**config.mk**
```make
export PLATFORM = sky130hd
export DESIGN_NAME = load_align_extend
export DESIGN_NICKNAME = d
export VERILOG_FILES = /design/src/rtl/load_align_extend.sv
export SDC_FILE = /design/constraint.sdc
export NUM_CORES = 1
export LEC_CHECK = 0
export CAP_MARGIN = 15
export CORE_MARGIN = 2
export CORE_UTILIZATION = 55
export DETAILED_ROUTE_END_ITERATION = 16
export GPL_TIMING_DRIVEN = 0
export PLACE_DENSITY = 0.92
export SYNTH_ARGS = -nofsm -noshare
export SYNTH_HDL_FRONTEND = slang
export SYNTH_SLANG_ARGS = --single-unit
```
**constraint.sdc**
```tcl
create_clock -name clk -period 4.75 [get_ports clk]
set_clock_uncertainty 0.05 [all_clocks]
set_input_delay 0.95 -clock clk [delete_from_list [all_inputs] [get_ports clk]]
set_output_delay 0.95 -clock clk [all_outputs]
set_load 0.03 [all_outputs]
```
**src/rtl/load_align_extend.sv**
```systemverilog
// Load-data aligner/extender for the MEM/WB boundary: selects the addressed lane,
// sign/zero-extends it, and passes it through an output register plus one-entry skid buffer.
module load_align_extend #(
  parameter int unsigned SIZE_WORD = 32,
  parameter int unsigned SIZE_TAG  = 5,
  parameter int unsigned SIZE_CNT  = 16,
  localparam int unsigned ADDR_W   = $clog2(SIZE_WORD / 8)
) (
  input  logic                 clk,
  input  logic                 rst,
  input  logic                 in_valid,
  output logic                 in_ready,
  input  logic [SIZE_WORD-1:0] mem_rdata,
  input  logic [ADDR_W-1:0]    addr_lo,
  input  logic [1:0]           size,
  input  logic                 is_unsigned,
  input  logic [SIZE_TAG-1:0]  tag_in,
  output logic                 out_valid,
  input  logic                 out_ready,
  output logic [SIZE_WORD-1:0] out_data,
  output logic [SIZE_TAG-1:0]  out_tag,
  output logic                 out_err,
  output logic [SIZE_CNT-1:0]  err_count
);

  localparam logic [SIZE_WORD-1:0] ONES    = '1;
  localparam logic [SIZE_CNT-1:0]  CNT_MAX = '1;

  typedef enum logic [1:0] {
    S_EMPTY,
    S_ONE,
    S_FULL
  } state_e;

  state_e state_q, state_d;

  logic                 in_ready_q, in_ready_d;
  logic [SIZE_WORD-1:0] out_data_q, out_data_d;
  logic [SIZE_TAG-1:0]  out_tag_q, out_tag_d;
  logic                 out_err_q, out_err_d;
  logic [SIZE_WORD-1:0] skid_data_q, skid_data_d;
  logic [SIZE_TAG-1:0]  skid_tag_q, skid_tag_d;
  logic                 skid_err_q, skid_err_d;
  logic [SIZE_CNT-1:0]  err_count_q, err_count_d;

  logic [ADDR_W+2:0]    shamt;
  logic [7:0]           field_w;
  logic [SIZE_WORD-1:0] shifted;
  logic [SIZE_WORD-1:0] hi_mask;
  logic [SIZE_WORD-1:0] msb_sel;
  logic                 field_msb;
  logic [SIZE_WORD-1:0] beat_data;
  logic                 beat_err;
  logic                 accept;
  logic                 drain;

  // Lane extraction and extension. hi_mask covers the bits above the field;
  // a full-width field gives an empty mask, so words pass through untouched.
  always_comb begin
    shamt   = {addr_lo, 3'b000};
    shifted = mem_rdata >> shamt;
    unique case (size)
      2'd0:    field_w = 8'd8;
      2'd1:    field_w = 8'd16;
      2'd2:    field_w = 8'd32;
      default: field_w = 8'(SIZE_WORD);
    endcase
    hi_mask   = ONES << field_w;
    msb_sel   = ~hi_mask & (hi_mask >> 1);
    field_msb = |(shifted & msb_sel);

    unique case (size)
      2'd0:    beat_err = 1'b0;
      2'd1:    beat_err = addr_lo[0];
      2'd2:    beat_err = (addr_lo[1:0] != 2'b00);
      default: beat_err = (SIZE_WORD == 32) || (addr_lo != '0);
    endcase

    if (beat_err) begin
      beat_data = '0;
    end else begin
      beat_data = (shifted & ~hi_mask) | ((field_msb && !is_unsigned) ? hi_mask : '0);
    end
  end

  assign accept = in_valid & in_ready_q;
  assign drain  = (state_q != S_EMPTY) & out_ready;

  always_comb begin
    state_d     = state_q;
    out_data_d  = out_data_q;
    out_tag_d   = out_tag_q;
    out_err_d   = out_err_q;
    skid_data_d = skid_data_q;
    skid_tag_d  = skid_tag_q;
    skid_err_d  = skid_err_q;
    err_count_d = err_count_q;

    unique case (state_q)
      S_EMPTY: begin
        if (accept) begin
          out_data_d = beat_data;
          out_tag_d  = tag_in;
          out_err_d  = beat_err;
          state_d    = S_ONE;
        end
      end
      S_ONE: begin
        if (accept && drain) begin
          out_data_d = beat_data;
          out_tag_d  = tag_in;
          out_err_d  = beat_err;
        end else if (accept) begin
          skid_data_d = beat_data;
          skid_tag_d  = tag_in;
          skid_err_d  = beat_err;
          state_d     = S_FULL;
        end else if (drain) begin
          state_d = S_EMPTY;
        end
      end
      S_FULL: begin
        if (drain) begin
          out_data_d = skid_data_q;
          out_tag_d  = skid_tag_q;
          out_err_d  = skid_err_q;
          state_d    = S_ONE;
        end
      end
      default: state_d = S_EMPTY;
    endcase

    if (accept && beat_err && (err_count_q != CNT_MAX)) begin
      err_count_d = err_count_q + SIZE_CNT'(1);
    end

    // Ready is registered from the next state so out_ready never reaches in_ready.
    in_ready_d = (state_d != S_FULL);
  end

  always_ff @(posedge clk) begin
    if (rst) begin
      state_q     <= S_EMPTY;
      in_ready_q  <= 1'b1;
      out_data_q  <= '0;
      out_tag_q   <= '0;
      out_err_q   <= 1'b0;
      skid_data_q <= '0;
      skid_tag_q  <= '0;
      skid_err_q  <= 1'b0;
      err_count_q <= '0;
    end else begin
      state_q     <= state_d;
      in_ready_q  <= in_ready_d;
      out_data_q  <= out_data_d;
      out_tag_q   <= out_tag_d;
      out_err_q   <= out_err_d;
      skid_data_q <= skid_data_d;
      skid_tag_q  <= skid_tag_d;
      skid_err_q  <= skid_err_d;
      err_count_q <= err_count_d;
    end
  end

  assign in_ready  = in_ready_q;
  assign out_valid = (state_q != S_EMPTY);
  assign out_data  = out_data_q;
  assign out_tag   = out_tag_q;
  assign out_err   = out_err_q;
  assign err_count = err_count_q;

endmodule

```
==> impl_metrics.csv <==
group,metric,value,unit
place,gp_congestion,0.930,
clock_network,clock_path_buffers,2,
synth,synth_async_sr_flop_share,0,%
clock_network,path_clk_slew,0.09,ns
die,die_x,95.4,um
critical_path,crit_end,"out_data[26]",
sta,hold_viol,0,
sta,finalMaxSlewViolations,0,
synth,yosys_warnings,0,
clock_network,cts_hold_buf,0,
hold_path,min_path_type,"reg -> reg",
place,numPortBuffers,99,
sta,finalSetupViolations,0,
clock_network,clk-insertion-delay-late,0.37,ns
final_layout,nFillCells,634,
synth,ys_types,51,
final_layout,drive_above_1_share,5.95,%
place,dp_hpwl,10100,um
clock_network,cts_tree,"built",
synth,syn-num-nets,590,
critical_path,reg2reg_depth,7,
critical_path,start_kind,"input port",
grt,overflow,0,
final_layout,final_nets,700,
final_layout,area_growth,29.5,%
sta,grt_setup_unrepaired,"no",
drt,wl_met2,6460,um
critical_path,critPathLaunch,"size[0]",
clock_network,cts_resized,0,
drt,firstDrtPassIters,5,
die,core,8180,um^2
synth,yosysTopAreaCell,"dfxtp_1",
critical_path,crit_type,"in -> reg",
grt,grt_max_degree,16,
final_layout,num_antenna_cells,0,
place,preCtsSetupSlack,1.10,ns
power_and_ir_drop,ir_worst_vdd,0.223,mV
critical_path,rr_endpoint,"out_data[23]",
clock_network,clock-sinks,95,
outcome,status,"finished clean",
drt,wl_met3,1050,um
critical_path,crit_arrival,3.64,ns
grt,grt_pass1_vias,4394,
sta,finalCritPeriodShare,71.1,%
synth,synthCells,541,
die,num_rows,33,
critical_path,crit_slowest_cell,"nor3b_1",
critical_path,worst_setup_path_end_kind,"register",
drt,via_count,4737,
drt,totalWireLength,13800,um
clock_network,htreeDepth,3,
sta,tns,0,ns
die,die_area,9100,um^2
synth,synth_flop_cell,"dfxtp_1",
critical_path,cp_top_family,"simple AND/OR/NAND/NOR gates",
clock_network,postCtsSetupBuffers,0,
critical_path,cp_cell_sequence,"clkdlybuf4s50_1 -> or2_2 -> clkbuf_1 -> ha_1 -> nor3b_1 -> and2_1 -> buf_2 -> a221o_1",
critical_path,slowest_delay,0.90,ns
final_layout,final_cell_count_no_fill,760,
drt,avgViaCountPerCell,6.23,
sta,setup_slack,1.37,ns
grt,grt_antenna_before_repair,0,
synth,synth_area,4590,um^2
synth,synth-seq-cells,95,
grt,grt_pass1_wl,21500,um
power_and_ir_drop,p_per_area,306,nW/um^2
grt,grt.total_usage,30.6,%
synth,netlist_top_cells_area,"dfxtp_1 41%, mux2i_1 6.5%, nand2_1 5.1%",
synth,synth_edf_count,0,
synth,ys_seq_area_share,41.4,%
drt,wl_per_cell,18.1,um
critical_path,crit_fanout,9,
sta,max_clock_freq,0.296,GHz
critical_path,required,5.02,ns
synth,yosysTopAreaCellShare,41.4,%
drt,drtIter0Drc,364,
sta,timing.slew.headroom,26.4,%
clock_network,ctsRootBufferMaster,"clkbuf_8",
sta,tightest_slew,1.10,ns
sta,finalCriticalPeriod,3.38,ns
drt,wl_met1,5670,um
place,placedCellCount,745,
die,start_util,56.2,%
power_and_ir_drop,leakage,2.28,nW
drt,drtAntennaViolNets,0,
die,io_pins,102,
synth,syn_area_per_cell,8.49,um^2
critical_path,cp.depth,8,
critical_path,regToRegSetupSlack,2.39,ns
critical_path,worst-path-buf-inv,3,
drt,drc,0,
drt,highest_layer,"met4",
job,drv_cap,0,
die,dieHeight,95.4,um
clock_network,cts_buffers,9,
critical_path,r2r-start,"state_q[0]",
## cell families after synthesis
group	share of synthesized area (%)
AND/OR/NAND/NOR	22.4
AO/OA/AOI/OAI	20.6
flip-flops	41.4
buffers and inverters	4.11
multiplexers	8.25
XOR/XNOR	2.48
adder cells (fa/ha/maj)	0.817
## synth_stat cells, types with 2 or more instances
| cell | n |
|---|---|
| dfxtp_1 | 95 |
| nand2_1 | 62 |
| nor2_1 | 58 |
| a21oi_1 | 41 |
| mux2i_1 | 30 |
| clkbuf_1 | 25 |
| a211oi_1 | 17 |
| a221o_1 | 16 |
| nand3_1 | 16 |
| nor3_1 | 16 |
| o21ai_0 | 15 |
| o21ai_1 | 12 |
| and3_1 | 11 |
| nand2b_1 | 11 |
| a211o_1 | 10 |
| nand4_1 | 10 |
| a22o_1 | 8 |
| a22oi_1 | 7 |
| xnor2_1 | 7 |
| a311oi_1 | 6 |
| buf_2 | 6 |
| nor2b_1 | 6 |
| xor2_1 | 6 |
| inv_1 | 5 |
| mux2_2 | 5 |
| and4_1 | 4 |
| ha_1 | 3 |
| nor3_2 | 3 |
| or2_2 | 3 |
| and2_1 | 2 |
| and3b_1 | 2 |
| buf_1 | 2 |
| buf_4 | 2 |
| or3_1 | 2 |
## report_power, final
part	switching (mW)	total, mW	internal, mW
combinational	0.208	0.350	0.142
clock	0.281	0.629	0.349
sequential	0.0178	0.842	0.825
## cell usage in the layout, fill, tap and decap left out, drive strengths merged, types with 17 or more instances in the layout
master	synthesis	routed
a211oi	17	17
a21oi	41	41
clkbuf	26	36
clkdlybuf4s50	0	99
dfxtp	95	95
mux2i	30	30
nand2	62	62
nor2	58	58
nor3	19	19
o21ai	27	27
## worst reg2reg max path, delay by kind of cell, from the launching register on
kind / cells / cell delay [ns]
simple gates: 2 / 0.36
flops: 1 / 0.46
compound gates: 3 / 0.70
buf+inv: 2 / 0.67
## state kept, by name, indices dropped and copies added, names as in the netlist
| register | count |
|---|---|
| out_data | 32 |
| skid_data_q | 32 |
| err_count | 16 |
| out_tag | 5 |
| skid_tag_q | 5 |
| state_q | 2 |
| in_ready | 1 |
| out_err | 1 |
| skid_err_q | 1 |
## cell type report
class	instances	area, um^2	area share, %
multi-input cells	402	2500	42.1
flip-flops and latches	95	1900	32.0
repair buffers	99	991	16.7
plain buffers	37	163	2.73
well taps	105	131	2.21
clock buffers	10	128	2.15
clock inverters	5	106	1.79
inverters	7	26.3	0.442
## through the flow
stage	area (um^2)	total power [mW]	hold slack, ns	util [%]
floorplan	4590	1.06	0.375	-
global placement	5720	1.19	0.386	69.9
detailed placement	5720	1.20	0.392	69.9
CTS	5950	1.82	0.403	72.8
global route	5950	1.88	0.426	72.8
finish	5950	1.82	0.404	72.8
## worst min-delay path by stage
stage | cells past startpoint | slack, ns | end | startpoint
6_report | 2 | 0.40 | skid_data_q[15] | skid_data_q[15]
5_1_grt | 2 | 0.43 | skid_tag_q[2] | skid_tag_q[2]
4_1_cts | 2 | 0.40 | skid_data_q[15] | skid_data_q[15]
3_5_place_dp | 2 | 0.39 | skid_data_q[15] | skid_data_q[15]
3_3_place_gp | 2 | 0.39 | skid_data_q[14] | skid_data_q[14]
2_1_floorplan | 2 | 0.38 | skid_data_q[24] | skid_data_q[24]
## routing by layer
metal	track usage [%]	up-vias
met4	15.5	0
met3	4.98	51
met2	50.5	262
met1	38.6	2233
met5	0	-
li1	-	2191
Note: power is estimated with default switching activity, not from simulation.
